$ cat config.mk
export PLATFORM = sky130hd
export DESIGN_NAME = lcd_timing_flat
export DESIGN_NICKNAME = d
export VERILOG_FILES = /design/src/rtl/lcd_if.sv /design/src/rtl/lcd_timing.sv /design/src/flat_wrapper.sv
export SDC_FILE = /design/constraint.sdc
export NUM_CORES = 1
export LEC_CHECK = 0
export ABC_AREA = 1
export CAP_MARGIN = 30
export CORE_MARGIN = 1
export CORE_UTILIZATION = 57
export DETAILED_ROUTE_END_ITERATION = 6
export PLACE_DENSITY = 0.89
export SLEW_MARGIN = 25
export SYNTH_ARGS = -nofsm -noshare
export SYNTH_HDL_FRONTEND = slang
export SYNTH_SLANG_ARGS = --single-unit
$ cat constraint.sdc
create_clock -name clk -period 2.65 [get_ports clk]
set_clock_uncertainty 0.1 [all_clocks]
set_input_delay 0.53 -clock clk [delete_from_list [all_inputs] [get_ports clk]]
set_output_delay 0.53 -clock clk [all_outputs]
set_load 0.01 [all_outputs]
$ cat src/rtl/lcd_if.sv
// Panel-side signal bundle for lcd_timing; master drives, slave consumes.
// frame_cnt is present only when FRAME_COUNTER_EN is defined.
interface lcd_if;
    logic       lcd_dclk;
    logic       lcd_hsync;
    logic       lcd_vsync;
    logic       lcd_de;
    logic [9:0] pos_x;
    logic [8:0] pos_y;
    logic       frame_start;
`ifdef FRAME_COUNTER_EN
    logic [7:0] frame_cnt;

    modport master (
        output lcd_dclk, lcd_hsync, lcd_vsync, lcd_de, pos_x, pos_y, frame_start, frame_cnt
    );
    modport slave (
        input lcd_dclk, lcd_hsync, lcd_vsync, lcd_de, pos_x, pos_y, frame_start, frame_cnt
    );
`else
    modport master (
        output lcd_dclk, lcd_hsync, lcd_vsync, lcd_de, pos_x, pos_y, frame_start
    );
    modport slave (
        input lcd_dclk, lcd_hsync, lcd_vsync, lcd_de, pos_x, pos_y, frame_start
    );
`endif
endinterface

$ cat src/rtl/lcd_timing.sv
// RGB LCD panel timing generator: divided pixel clock, sync, data enable and pixel position.
// Optional FRAME_COUNTER_EN adds an 8-bit wrapping frame counter.
module lcd_timing #(
    parameter int unsigned H_ACTIVE = 480,
    parameter int unsigned H_FP     = 8,
    parameter int unsigned H_SYNC   = 4,
    parameter int unsigned H_BP     = 43,
    parameter int unsigned V_ACTIVE = 272,
    parameter int unsigned V_FP     = 8,
    parameter int unsigned V_SYNC   = 4,
    parameter int unsigned V_BP     = 12,
    parameter int unsigned DCLK_DIV = 8
) (
    input  logic  clk,
    input  logic  rst_n,
    lcd_if.master lcd
);
    localparam int unsigned H_TOTAL = H_ACTIVE + H_FP + H_SYNC + H_BP;
    localparam int unsigned V_TOTAL = V_ACTIVE + V_FP + V_SYNC + V_BP;
    localparam int unsigned HW      = $clog2(H_TOTAL + 1);
    localparam int unsigned VW      = $clog2(V_TOTAL + 1);
    localparam int unsigned DW      = $clog2(DCLK_DIV);

    localparam logic [DW-1:0] DivLast   = DW'(DCLK_DIV - 1);
    localparam logic [DW-1:0] DivHalf   = DW'(DCLK_DIV / 2);
    localparam logic [HW-1:0] HLast     = HW'(H_TOTAL - 1);
    localparam logic [HW-1:0] HActEnd   = HW'(H_ACTIVE);
    localparam logic [HW-1:0] HSyncBeg  = HW'(H_ACTIVE + H_FP);
    localparam logic [HW-1:0] HSyncEnd  = HW'(H_ACTIVE + H_FP + H_SYNC);
    localparam logic [VW-1:0] VLast     = VW'(V_TOTAL - 1);
    localparam logic [VW-1:0] VActEnd   = VW'(V_ACTIVE);
    localparam logic [VW-1:0] VSyncBeg  = VW'(V_ACTIVE + V_FP);
    localparam logic [VW-1:0] VSyncEnd  = VW'(V_ACTIVE + V_FP + V_SYNC);

    logic [DW-1:0] div_q, div_d;
    logic [HW-1:0] h_q, h_d;
    logic [VW-1:0] v_q, v_d;
    logic          run_q, run_d;
    logic          dclk_q, dclk_d;
    logic          hsync_q, hsync_d;
    logic          vsync_q, vsync_d;
    logic          de_q, de_d;
    logic [9:0]    pos_x_q, pos_x_d;
    logic [8:0]    pos_y_q, pos_y_d;
    logic          fs_q, fs_d;
    logic          wrap;

    always_comb begin
        wrap    = (div_q == DivLast);
        div_d   = wrap ? '0 : div_q + DW'(1);
        dclk_d  = (div_d >= DivHalf);
        h_d     = h_q;
        v_d     = v_q;
        run_d   = run_q;
        hsync_d = hsync_q;
        vsync_d = vsync_q;
        de_d    = de_q;
        pos_x_d = pos_x_q;
        pos_y_d = pos_y_q;
        fs_d    = 1'b0;
        if (wrap) begin
            run_d = 1'b1;
            // The first falling edge after reset presents (0,0) instead of advancing.
            if (run_q) begin
                if (h_q == HLast) begin
                    h_d = '0;
                    v_d = (v_q == VLast) ? '0 : v_q + VW'(1);
                end else begin
                    h_d = h_q + HW'(1);
                end
            end
            hsync_d = !((h_d >= HSyncBeg) && (h_d < HSyncEnd));
            vsync_d = !((v_d >= VSyncBeg) && (v_d < VSyncEnd));
            de_d    = (h_d < HActEnd) && (v_d < VActEnd);
            pos_x_d = de_d ? 10'(h_d) : '0;
            pos_y_d = de_d ? 9'(v_d) : '0;
            fs_d    = (h_d == '0) && (v_d == '0);
        end
    end

    always_ff @(posedge clk or negedge rst_n) begin
        if (!rst_n) begin
            div_q   <= '0;
            h_q     <= '0;
            v_q     <= '0;
            run_q   <= 1'b0;
            dclk_q  <= 1'b0;
            hsync_q <= 1'b1;
            vsync_q <= 1'b1;
            de_q    <= 1'b0;
            pos_x_q <= '0;
            pos_y_q <= '0;
            fs_q    <= 1'b0;
        end else begin
            div_q   <= div_d;
            h_q     <= h_d;
            v_q     <= v_d;
            run_q   <= run_d;
            dclk_q  <= dclk_d;
            hsync_q <= hsync_d;
            vsync_q <= vsync_d;
            de_q    <= de_d;
            pos_x_q <= pos_x_d;
            pos_y_q <= pos_y_d;
            fs_q    <= fs_d;
        end
    end

    assign lcd.lcd_dclk    = dclk_q;
    assign lcd.lcd_hsync   = hsync_q;
    assign lcd.lcd_vsync   = vsync_q;
    assign lcd.lcd_de      = de_q;
    assign lcd.pos_x       = pos_x_q;
    assign lcd.pos_y       = pos_y_q;
    assign lcd.frame_start = fs_q;

`ifdef FRAME_COUNTER_EN
    logic [7:0] fcnt_q, fcnt_d;

    assign fcnt_d = fcnt_q + 8'(fs_d);

    always_ff @(posedge clk or negedge rst_n) begin
        if (!rst_n) begin
            fcnt_q <= '0;
        end else begin
            fcnt_q <= fcnt_d;
        end
    end

    assign lcd.frame_cnt = fcnt_q;
`endif
endmodule

$ cat src/flat_wrapper.sv
// flat-port wrapper written by rule: the top's interface ports become plain ports
module lcd_timing_flat 
#(
    parameter int unsigned H_ACTIVE = 480,
    parameter int unsigned H_FP     = 8,
    parameter int unsigned H_SYNC   = 4,
    parameter int unsigned H_BP     = 43,
    parameter int unsigned V_ACTIVE = 272,
    parameter int unsigned V_FP     = 8,
    parameter int unsigned V_SYNC   = 4,
    parameter int unsigned V_BP     = 12,
    parameter int unsigned DCLK_DIV = 8
)
  (clk, rst_n, lcd_lcd_dclk, lcd_lcd_hsync, lcd_lcd_vsync, lcd_lcd_de, lcd_pos_x, lcd_pos_y, lcd_frame_start);
  lcd_if lcd_i ();
  input  logic clk;
  input  logic rst_n;
  output wire logic [$bits(lcd_i.lcd_dclk)-1:0] lcd_lcd_dclk;
  output wire logic [$bits(lcd_i.lcd_hsync)-1:0] lcd_lcd_hsync;
  output wire logic [$bits(lcd_i.lcd_vsync)-1:0] lcd_lcd_vsync;
  output wire logic [$bits(lcd_i.lcd_de)-1:0] lcd_lcd_de;
  output wire logic [$bits(lcd_i.pos_x)-1:0] lcd_pos_x;
  output wire logic [$bits(lcd_i.pos_y)-1:0] lcd_pos_y;
  output wire logic [$bits(lcd_i.frame_start)-1:0] lcd_frame_start;
  assign lcd_lcd_dclk = lcd_i.lcd_dclk;
  assign lcd_lcd_hsync = lcd_i.lcd_hsync;
  assign lcd_lcd_vsync = lcd_i.lcd_vsync;
  assign lcd_lcd_de = lcd_i.lcd_de;
  assign lcd_pos_x = lcd_i.pos_x;
  assign lcd_pos_y = lcd_i.pos_y;
  assign lcd_frame_start = lcd_i.frame_start;
  lcd_timing #(.H_ACTIVE(H_ACTIVE), .H_FP(H_FP), .H_SYNC(H_SYNC), .H_BP(H_BP), .V_ACTIVE(V_ACTIVE), .V_FP(V_FP), .V_SYNC(V_SYNC), .V_BP(V_BP), .DCLK_DIV(DCLK_DIV)) u_core (.clk(clk), .rst_n(rst_n), .lcd(lcd_i));
endmodule
==> impl_metrics.tcl <==
set metrics [dict create \
    core-area_sq_um 4350 \
    ys_types 28 \
    slew_viol_final 0 \
    cp-end-kind "flop" \
    fin_nets 374 \
    cts.repair.resized 0 \
    cts_tree "built" \
    yosys-top-cells-area "dfrtp_1 43%, nand2_1 13%, inv_1 7.0%, o21ai_0 5.3%, nand3_1 5.1%" \
    startpoint_type "flop" \
    max_freq_mhz 430 \
    port_buffers 25 \
    dp_hpwl_mm 4.46 \
    setup_viol 0 \
    rows 24 \
    grt_pass1_wl_mm 10.4 \
    avgViaCountPerCell 5.60 \
    tightestPinTransition_ns 0.567 \
    fin_ws_ns 0.322 \
    cp.required_ns 2.73 \
    dieArea_sq_um 4780 \
    status "finished clean" \
    die_h_microns 69.1 \
    hold_viol 0 \
    yosysSeqAreaShare_pct 44.9 \
    rsz0062_at_grt "no" \
    drive_gt1_share_pct 10.3 \
    first_iter_violations 237 \
    first_pass_iters 5 \
    rr_worst_depth 11 \
    pin_count 26 \
    start_util_pct 59.0 \
    place_worst_setup_slack_ns 0.400 \
    max-slew-margin-rel_pct 62.2 \
    ant_nets 0 \
    post_synth.cell_area_avg_sq_um 7.60 \
    fin_cells 420 \
    synth_seq_cells 46 \
    ir_worst_vdd_mv 0.436 \
    post-place-cells 412 \
    synth_area_sq_um 2570 \
    post_cts_buffers 0 \
    path_clk_slew_ns 0.09 \
    period_needed_ns 2.33 \
    place_congestion 0.937 \
    leakage_nw 1.48 \
    power_density_nw_per_um2 411 \
    area_delta_synth_final_pct 17.1 \
    synthTopCellsByCount "90 x nand2_1, 48 x inv_1, 44 x dfrtp_1, 33 x nor2_1, 27 x o21ai_0" \
    synth.most_common_cell "nand2_1" \
    drv_cap 0 \
    syn-instance-count 338 \
    path_class "reg -> reg" \
    cts.sinks 46 \
    synth_ff_type "dfrtp_1" \
    async_reset_ff_share_pct 100 \
    routedWlPerCell_microns 14.8 \
    grt_max_degree 47 \
    clock_latency_ns 0.30 \
    diodes 0 \
    die_w_microns 69.1 \
    cts.root.buffer_cell "clkbuf_8" \
    synth_nets 345 \
    clockBufferDepth 2 \
    synth_edf_count 0 \
    antenna_found_initial 0 \
    numCtsBuffers 5 \
    grt_overflow_total 0 \
    wirelength_mm 6.20 \
    yosys_warnings 0 \
    critPathMaxFanout 19 \
    hold_class "in -> async" \
    arrival_ns 2.41 \
    hold_buffers 0 \
    vias 2353 \
    grt_usage_pct 27.3 \
    synth_top_area_share_pct 42.8 \
    yosys.area.top_type "dfrtp_1" \
    cts-htree-levels 2 \
    setup_tns_ns 0 \
    grt_pass1_vias 2275 \
    drcViolationCount 0 \
    period_share_pct 87.9 \
]
[critical path, cell delays in order (launching register included)]
cell and delay, ns:
dfrtp_1 0.46, ha_1 0.22, nand4_1 0.15, nor2_1 0.20, nand2_1 0.13, o21ai_0 0.22, nand4_1 0.20, nand2_1 0.11
inv_1 0.07, nand2_2 0.08, buf_12 0.16, o21ai_0 0.10
[layout by cell type (no fill, tap or decap), types with 2 or more instances in the layout]
cell / netlist / layout
clkbuf_8: 0 / 5
nand4_1: 10 / 10
a21oi_1: 7 / 7
nand3_1: 26 / 26
nand3_4: 2 / 2
dfstp_2: 2 / 2
nand2_1: 90 / 90
clkdlybuf4s50_1: 0 / 24
nand2_2: 3 / 3
buf_4: 0 / 5
xor2_1: 4 / 4
o21bai_1: 3 / 3
nor3_1: 5 / 5
a21oi_2: 10 / 10
dfrtp_1: 44 / 44
ha_1: 5 / 4
o21ai_0: 27 / 27
inv_1: 48 / 48
nor2_1: 33 / 33
[flip-flops by register name, indices dropped and copies added, names as in the netlist]
| name | count |
|---|---|
| u_core.lcd.pos_x | 10 |
| u_core.v_q | 9 |
| u_core.lcd.lcd_dclk | 1 |
| u_core.run_q | 1 |
| u_core.lcd.lcd_vsync | 1 |
| u_core.lcd.frame_start | 1 |
| u_core.lcd.lcd_hsync | 1 |
| u_core.div_q | 2 |
| u_core.lcd.lcd_de | 1 |
| u_core.h_q | 10 |
| u_core.lcd.pos_y | 9 |
[layer usage]
layer	track usage (%)	wire, microns	vias to the layer above
li1	-	-	1138
met1	38.2	2750	1112
met2	44.3	2990	90
met3	3.51	333	13
met4	8.84	129	0
met5	0	0	-
[path summary, 6_finish.rpt]
| kind | startpoint | to | slack (ns) |
|---|---|---|---|
| worst max-delay path | u_core.h_q[1]$_DFFE_PN0P_ | u_core.lcd.pos_y[2]$_DFFE_PN0P_ | 0.32 |
| worst min register to register | u_core.div_q[0]$_DFF_PN0_ | u_core.div_q[0]$_DFF_PN0_ | 0.35 |
| max in group asynchronous | rst_n | u_core.lcd.lcd_hsync$_DFFE_PN1P_ | 1.86 |
| worst max register to register | u_core.h_q[1]$_DFFE_PN0P_ | u_core.lcd.pos_y[2]$_DFFE_PN0P_ | 0.32 |
| min in group clk | u_core.div_q[0]$_DFF_PN0_ | u_core.div_q[0]$_DFF_PN0_ | 0.35 |
| worst min-delay path | rst_n | u_core.v_q[6]$_DFFE_PN0P_ | 0.20 |
[logic make-up (layout without fill, tap and decap cells)]
logic type / Yosys count / count (layout) / synth area share (%)
adder cells (fa/ha/maj): 5 / 5 / 2.43
AND/OR/NAND/NOR: 173 / 173 / 30.2
AO/OA/AOI/OAI: 51 / 51 / 12.2
buffers and inverters: 59 / 89 / 8.91
XOR/XNOR: 4 / 4 / 1.36
flip-flops: 46 / 46 / 44.9
[final cells by class]
cell class / count / area, sq um
Inverter: 50 / 188
Multi-Input combinational cell: 233 / 1190
Timing Repair Buffer: 31 / 303
Clock buffer: 6 / 72.6
Fill cell: 339 / 1350
Clock inverter: 2 / 37.5
Sequential cell: 46 / 1150
Tap cell: 52 / 65.1
[power by group]
part	switching, mW	internal, mW	leakage (nW)
clock network	0.240	0.281	0.0514
logic	0.0129	0.00148	0.825
registers	0	0.701	0.601
total	0.253	0.984	1.48
[metrics by stage]
stage          hold slack (ns)  util, %  power [mW]  instance area, sq um
2_1_floorplan            0.134        -       0.715                  2570
3_3_place_gp             0.316     66.6       0.731                  2900
3_5_place_dp             0.338     66.6       0.731                  2900
4_1_cts                  0.218     69.1        1.25                  3010
5_1_grt                  0.259     69.1        1.27                  3010
6_report                 0.196     69.1        1.24                  3010
Note: power is estimated with default switching activity, not from simulation.
